===== config.mk =====
export PLATFORM = sky130hd
export DESIGN_NAME = alu_share_arbiter
export DESIGN_NICKNAME = d
export VERILOG_FILES = /design/src/rtl/alu_share_pkg.sv /design/src/rtl/alu_share_rr_arbiter2.sv /design/src/rtl/alu_share_arbiter.sv
export SDC_FILE = /design/constraint.sdc
export NUM_CORES = 1
export LEC_CHECK = 0
export CAP_MARGIN = 25
export CORE_AREA = 2 2 145 147
export DETAILED_ROUTE_END_ITERATION = 10
export DIE_AREA = 0 0 147 149
export HOLD_SLACK_MARGIN = 0.12
export PLACE_DENSITY = 0.77
export SLEW_MARGIN = 30
export SYNTH_ARGS = -nofsm -noshare
export SYNTH_HDL_FRONTEND = slang
export SYNTH_SLANG_ARGS = --single-unit

===== constraint.sdc =====
create_clock -name clk -period 2.2 [get_ports clk]
set_input_delay 0.22 -clock clk [delete_from_list [all_inputs] [get_ports clk]]
set_output_delay 0.22 -clock clk [all_outputs]
set_load 0.05 [all_outputs]

===== src/rtl/alu_share_pkg.sv =====
// Shared types and decode helpers for the two-requester ALU sharing block.
// Latency: n/a (package only).
// Backpressure: n/a (package only).
package alu_share_pkg;

    typedef enum logic [1:0] {
        ST_IDLE = 2'd0,
        ST_EXEC = 2'd1,
        ST_RESP = 2'd2
    } state_t;

    // Primary opcodes understood by the ALU
    localparam logic [5:0] OP_RTYPE = 6'h00;
    localparam logic [5:0] OP_BEQ   = 6'h04;
    localparam logic [5:0] OP_BNE   = 6'h05;
    localparam logic [5:0] OP_ADDI  = 6'h08;
    localparam logic [5:0] OP_ADDIU = 6'h09;
    localparam logic [5:0] OP_SLTI  = 6'h0A;
    localparam logic [5:0] OP_SLTIU = 6'h0B;
    localparam logic [5:0] OP_H12   = 6'h12;  // ALU-specific immediate op
    localparam logic [5:0] OP_H13   = 6'h13;  // ALU-specific immediate op
    localparam logic [5:0] OP_H15   = 6'h15;  // ALU-specific immediate op
    localparam logic [5:0] OP_LW    = 6'h23;
    localparam logic [5:0] OP_LBU   = 6'h24;
    localparam logic [5:0] OP_LHU   = 6'h25;
    localparam logic [5:0] OP_SB    = 6'h28;
    localparam logic [5:0] OP_SH    = 6'h29;
    localparam logic [5:0] OP_SW    = 6'h2B;
    localparam logic [5:0] OP_LL    = 6'h30;

    // R-type funct codes understood by the ALU
    localparam logic [5:0] FN_SLL  = 6'h00;
    localparam logic [5:0] FN_SRL  = 6'h02;
    localparam logic [5:0] FN_SRA  = 6'h03;
    localparam logic [5:0] FN_ADD  = 6'h20;
    localparam logic [5:0] FN_ADDU = 6'h21;
    localparam logic [5:0] FN_SUB  = 6'h22;
    localparam logic [5:0] FN_SUBU = 6'h23;
    localparam logic [5:0] FN_AND  = 6'h24;
    localparam logic [5:0] FN_OR   = 6'h25;
    localparam logic [5:0] FN_NOR  = 6'h27;
    localparam logic [5:0] FN_SLT  = 6'h2A;
    localparam logic [5:0] FN_SLTU = 6'h2B;

    function automatic logic alu_op_legal(input logic [5:0] opcode, input logic [5:0] funct);
        logic legal;
        legal = 1'b0;
        if (opcode == OP_RTYPE) begin
            case (funct)
                FN_SLL, FN_SRL, FN_SRA, FN_ADD, FN_ADDU, FN_SUB, FN_SUBU,
                FN_AND, FN_OR, FN_NOR, FN_SLT, FN_SLTU: legal = 1'b1;
                default:                                legal = 1'b0;
            endcase
        end else begin
            case (opcode)
                OP_BEQ, OP_BNE, OP_ADDI, OP_ADDIU, OP_SLTI, OP_SLTIU,
                OP_H12, OP_H13, OP_H15, OP_LW, OP_LBU, OP_LHU,
                OP_SB, OP_SH, OP_SW, OP_LL:            legal = 1'b1;
                default:                               legal = 1'b0;
            endcase
        end
        return legal;
    endfunction

    function automatic logic alu_op_is_branch(input logic [5:0] opcode);
        return (opcode == OP_BEQ) || (opcode == OP_BNE);
    endfunction

endpackage


===== src/rtl/alu_share_rr_arbiter2.sv =====
// Two-way round-robin grant: a lone valid wins, on contention the one not granted last wins.
// Latency: purely combinational.
// Backpressure: none; the caller decides when the grant is consumed.
module rr_arbiter2 (
    input  logic valid0,
    input  logic valid1,
    input  logic last_grant,
    output logic grant_vld,
    output logic grant_id
);

    // Pick the winner from the two valids and the previous grant
    always_comb begin
        grant_vld = valid0 | valid1;
        if (valid0 && valid1) begin
            grant_id = ~last_grant;
        end else begin
            grant_id = valid1;
        end
    end

endmodule


===== src/rtl/alu_share_arbiter.sv =====
// Shares one external ALU between two requesters; registered operands, result captured a cycle later.
// Latency: accept at edge N, rsp_valid from edge N+1; at least 3 cycles per operation.
// Backpressure: one operation in flight; no request is accepted until the response is taken.
module alu_share_arbiter
    import alu_share_pkg::*;
#(
    parameter int TAG_W = 4
) (
    input  logic             clk,
    input  logic             reset,
    input  logic             req0_valid,
    output logic             req0_ready,
    input  logic [31:0]      req0_instr,
    input  logic [31:0]      req0_rs,
    input  logic [31:0]      req0_rt,
    input  logic [TAG_W-1:0] req0_tag,
    input  logic             req1_valid,
    output logic             req1_ready,
    input  logic [31:0]      req1_instr,
    input  logic [31:0]      req1_rs,
    input  logic [31:0]      req1_rt,
    input  logic [TAG_W-1:0] req1_tag,
    output logic             rsp_valid,
    input  logic             rsp_ready,
    output logic             rsp_id,
    output logic [TAG_W-1:0] rsp_tag,
    output logic [31:0]      rsp_result,
    output logic             rsp_branch,
    output logic             rsp_illegal,
    output logic [5:0]       alu_opcode,
    output logic [5:0]       alu_funct,
    output logic [4:0]       alu_shamt,
    output logic [15:0]      alu_immediate,
    output logic [31:0]      alu_rs,
    output logic [31:0]      alu_rt,
    input  logic [31:0]      alu_result,
    input  logic             alu_sig_branch,
    output logic             busy
);

    state_t           state;
    state_t           state_nxt;
    logic             grant_vld;
    logic             grant_id;
    logic             last_grant;
    logic             accept;
    logic             illegal_q;
    logic [31:0]      win_instr;
    logic [31:0]      win_rs;
    logic [31:0]      win_rt;
    logic [TAG_W-1:0] win_tag;
    logic             unused_instr_bits;

    // Register-number fields are resolved by the issue logic; the ALU never sees them
    assign unused_instr_bits = ^{req0_instr[25:16], req1_instr[25:16]};

    rr_arbiter2 u_arb (
        .valid0     (req0_valid),
        .valid1     (req1_valid),
        .last_grant (last_grant),
        .grant_vld  (grant_vld),
        .grant_id   (grant_id)
    );

    // Route the granted requester's operands toward the ALU operand registers
    always_comb begin
        win_instr = req0_instr;
        win_rs    = req0_rs;
        win_rt    = req0_rt;
        win_tag   = req0_tag;
        if (grant_id) begin
            win_instr = req1_instr;
            win_rs    = req1_rs;
            win_rt    = req1_rt;
            win_tag   = req1_tag;
        end
    end

    // Next state and handshake: only IDLE grants, only to the arbiter's winner
    always_comb begin
        state_nxt  = state;
        accept     = 1'b0;
        req0_ready = 1'b0;
        req1_ready = 1'b0;
        case (state)
            ST_IDLE: begin
                if (grant_vld) begin
                    accept     = 1'b1;
                    req0_ready = ~grant_id;
                    req1_ready = grant_id;
                    state_nxt  = ST_EXEC;
                end
            end
            ST_EXEC: state_nxt = ST_RESP;
            ST_RESP: begin
                if (rsp_valid && rsp_ready) begin
                    state_nxt = ST_IDLE;
                end
            end
            default: state_nxt = ST_IDLE;
        endcase
    end

    assign busy = (state != ST_IDLE);

    // State register; reset drops any in-flight operation on the floor
    always_ff @(posedge clk) begin
        if (reset) begin
            state <= ST_IDLE;
        end else begin
            state <= state_nxt;
        end
    end

    // Capture the winner's operands, tag and decode; they hold until the next acceptance
    always_ff @(posedge clk) begin
        if (reset) begin
            alu_opcode    <= '0;
            alu_funct     <= '0;
            alu_shamt     <= '0;
            alu_immediate <= '0;
            alu_rs        <= '0;
            alu_rt        <= '0;
            rsp_id        <= 1'b0;
            rsp_tag       <= '0;
            last_grant    <= 1'b1;
            illegal_q     <= 1'b0;
        end else if (accept) begin
            alu_opcode    <= win_instr[31:26];
            alu_funct     <= win_instr[5:0];
            alu_shamt     <= win_instr[10:6];
            alu_immediate <= win_instr[15:0];
            alu_rs        <= win_rs;
            alu_rt        <= win_rt;
            rsp_id        <= grant_id;
            rsp_tag       <= win_tag;
            last_grant    <= grant_id;
            illegal_q     <= ~alu_op_legal(win_instr[31:26], win_instr[5:0]);
        end
    end

    // Sample the ALU at the end of EXEC; the stale branch flag is masked for non-branches
    always_ff @(posedge clk) begin
        if (reset) begin
            rsp_valid   <= 1'b0;
            rsp_result  <= '0;
            rsp_branch  <= 1'b0;
            rsp_illegal <= 1'b0;
        end else if (state == ST_EXEC) begin
            rsp_valid   <= 1'b1;
            rsp_illegal <= illegal_q;
            rsp_result  <= illegal_q ? 32'd0 : alu_result;
            rsp_branch  <= ~illegal_q & alu_sig_branch & alu_op_is_branch(alu_opcode);
        end else if ((state == ST_RESP) && rsp_ready) begin
            rsp_valid   <= 1'b0;
        end
    end

endmodule

==> run summary <==
### Drt
• DRT Wirelength: 20.79 mm
• DRC viols: 0
• residual antenna-violating net count after detailed routing: 0
• total number of vias: 6193
• post-detailed-route via-to-cell ratio: 4.819
• detailed router's first-iteration violation count: 372
• Routed wire per std cell: 16.18 um
• DRT Pass-1 Iters: 5

### Worst setup path
• Crit path required time: 1.98 ns
• largest stage delay on the critical path: 0.34 ns
• worst-path fanout max: 30
• number of buffer and inverter stages on the critical path: 2
• arrival time reported for the critical path endpoint: 1.86 ns
• CP cell instances: or2_1 -> or2_4 -> nor2_4 -> buf_12 -> buf_12
• kind of end point of the critical path: output port
• slowest stage cell, crit path: sky130_fd_sc_hd__dfxtp_1
• CP delay by family, top: simple AND/OR/NAND/NOR gates
• startpoint class of the critical path: flip-flop
• Most Frequent Cell on Critical Path: sky130_fd_sc_hd__buf_12
• Setup CP Type: reg2out

### CTS
• number of buffers added by the clock tree synthesis step: 17
• TritonCTS Sinks: 130
• hold-fix buffer count after cts: 0
• clock root buffer: sky130_fd_sc_hd__clkbuf_16
• clock transition time at the flip-flop clock pins of the worst setup and hold paths: 0.06 ns
• source-to-sink clock delay at the later pin of the worst-skew pair: 0.41 ns
• clk buf depth: 2
• Max H-tree Level: 4
• TritonCTS clock tree: done
• number of buffers added for setup after CTS: 0

### Logic synthesis
• proportion of synthesized chip area in sequential cells: 46.75%
• count of flip-flops with a built-in enable after synthesis: 0
• per-instance average area after synthesis: 8.271 sq um
• number of register bits inferred by synthesis: 130
• Synth Instances: 673
• Synth Flop Type: sky130_fd_sc_hd__dfxtp_1
• synthesized area: 5567 sq um
• proportion of synthesized flip-flops having asynchronous set or reset: 0%
• Netlist cell types: 35
• Warnings, synthesis: 0
• syn_nets: 911

### Die
• Vert. Die Dim: 149 um
• Cell Rows: 53
• Floorplan Core Area: 20560 sq um
• count of pins on the block boundary: 378
• overall die width: 147 um
• die area: 21900 sq um
• effective utilization at floorplan: 27.08%

### Timing
• final-report hold violation count: 0
• Max Slew Vio Count: 0
• Least-Margin Pin Slew: 0.5890 ns
• setup violation total in the final timing report: 0
• f_max: 0.4807 GHz
• sum of negative setup slack: 0 ns
• setup repair after global routing missed its margin: false
• period utilization: 94.56%
• worst slew margin relative to its limit: 60.61%
• final critical path time including I/O delays and setup: 2.080 ns
• Post-Route Skew: 0.01248 ns

### Final layout
• share of final-layout standard cells stronger than drive strength 1: 6.436%
• diodes inserted: 0
• Area Growth Syn to Fin: 79.46%
• net count of the finished layout: 1235

### Power and ir drop
• maximum vdd drop: 501.4 uV
• total power divided by cell area: 855.9 nW/um^2
• leak pwr: 3.688 nW
• PnR Total Power: 8.550 mW

### Global route
• aggregate global-route resource usage: 18.29%
• number of antenna violations at the first check in global routing: 0
• Overflow after GRT: 0
• vias in the first global route: 6056
• pin count of the biggest net entering global routing: 66
• first-pass GRT wire length: 32.16 mm

### Place
• Final HPWL DP: 14.84 mm
• PortBufs: 357
• routability congestion estimate from global placement: 0.7831

### Flow run
• number of violations of the max-capacitance limit: 0

### Status
• outcome: finished, final reports clean

### Min path
• worst hold path type: in2reg

layout by cell type, fill, tap and decap left out, drive strengths merged, types with 2 or more instances in the layout:
cell type and n:
a21oi 36, or2 2, buf 25, clkinvlp 4, dfxtp 130, a222oi 29, nand2b 3, inv 6
nand3b 36, nor4 2, nor3b 2, nor3 7, o21ai 9, nand2 158, clkinv 4, nor2 100
a311oi 60, nor2b 6, clkdlybuf4s50 353, a211oi 2, clkbuf 19, mux2i 6
repair_timing:
action,4_1_cts,5_1_grt
endpoints found under the setup margin,0,2
hold endpoints to repair,0,0
gates resized for setup,0,2
power by group:
| group | switching, mW | internal [mW] | leakage, nW | total [mW] |
|---|---|---|---|---|
| Combinational | 1.80 | 1.21 | 2.35 | 3.01 |
| Clock | 1.15 | 1.60 | 0.267 | 2.76 |
| Sequential | 0.162 | 2.62 | 1.07 | 2.79 |
path summary, 6_finish.rpt:
| kind | to | slack (ns) | cells past startpoint | start |
|---|---|---|---|---|
| max | req0_ready | 0.12 | 5 | state[1] |
| min | alu_rs[11] | 0.33 | 2 | reset |
| max reg2reg | alu_rt[10] | 0.50 | 5 | state[1] |
| min reg2reg | rsp_result[20] | 0.45 | 2 | rsp_result[20] |
Yosys cell counts (2+ instances only):
library cell	instances	share of area [%]
sky130_fd_sc_hd__nand2_1	158	11
sky130_fd_sc_hd__dfxtp_1	130	47
sky130_fd_sc_hd__nor2_1	98	6.6
sky130_fd_sc_hd__a311oi_1	59	9.3
sky130_fd_sc_hd__a21oi_1	36	3.2
sky130_fd_sc_hd__nand3b_1	36	4.9
sky130_fd_sc_hd__clkbuf_1	34	2.3
sky130_fd_sc_hd__a222oi_1	29	5.2
sky130_fd_sc_hd__buf_2	21	1.9
sky130_fd_sc_hd__buf_4	17	2.3
sky130_fd_sc_hd__o21ai_0	8	0.72
sky130_fd_sc_hd__nor3_1	7	0.63
sky130_fd_sc_hd__mux2i_1	6	1.1
sky130_fd_sc_hd__nor2b_1	6	0.67
sky130_fd_sc_hd__nand2b_1	3	0.34
sky130_fd_sc_hd__a211oi_1	2	0.27
sky130_fd_sc_hd__inv_1	2	0.13
sky130_fd_sc_hd__nor3b_1	2	0.27
sky130_fd_sc_hd__nor4_1	2	0.22
sky130_fd_sc_hd__or2_1	2	0.22
layout make-up:
class | instances | area, sq um
clock buffers | 19 | 442.9
clock inverters | 13 | 126.4
fillers | 1982 | 10570
inverters | 2 | 7.507
multi-input cells | 467 | 2608
flip-flops and latches | 130 | 2603
well taps | 275 | 344.1
repair buffers | 379 | 3859
kinds of logic after synthesis:
kind of cell | share of synthesized area (%)
AND/OR/NAND/NOR | 25.31
AO/OA/AOI/OAI | 19.98
flip-flops | 46.75
buffers and inverters | 6.878
multiplexers | 1.079
per-stage QoR:
stage | util (%) | instance area, sq um | instances | setup slack [ns] | hold WS [ns]
floorplan | - | 5567 | 673 | 0.1997 | 0.3790
global placement | 45.80 | 9415 | 1253 | 0.1810 | 0.4373
detailed placement | 45.80 | 9415 | 1253 | 0.08935 | 0.4423
CTS | 48.57 | 9985 | 1285 | 0.0002431 | 0.3044
global route | 48.59 | 9990 | 1285 | 0.03571 | 0.3340
finish | 48.59 | 9990 | 1285 | 0.1197 | 0.3256
metal layers:
metal  GRT usage (%)  wire length [um]  up-vias  share of wire, %
met5               0                 0        -                 0
met4           6.683               496        0               2.4
met3           5.076              1427       29               6.9
met2           30.73             10030      234                48
met1           22.53              8831     2896                42
li1                -                 -     3034                 -
state kept, by name, summed over array words and instances (netlist names), 2 cells and up:
| name | count |
|---|---|
| rsp_result | 32 |
| rsp_tag | 4 |
| alu_opcode | 6 |
| alu_funct | 5 |
| alu_rs | 32 |
| alu_immediate | 7 |
| alu_shamt | 4 |
| alu_rt | 32 |
| state | 2 |
No activity file was read; power rests on OpenSTA's default activity.
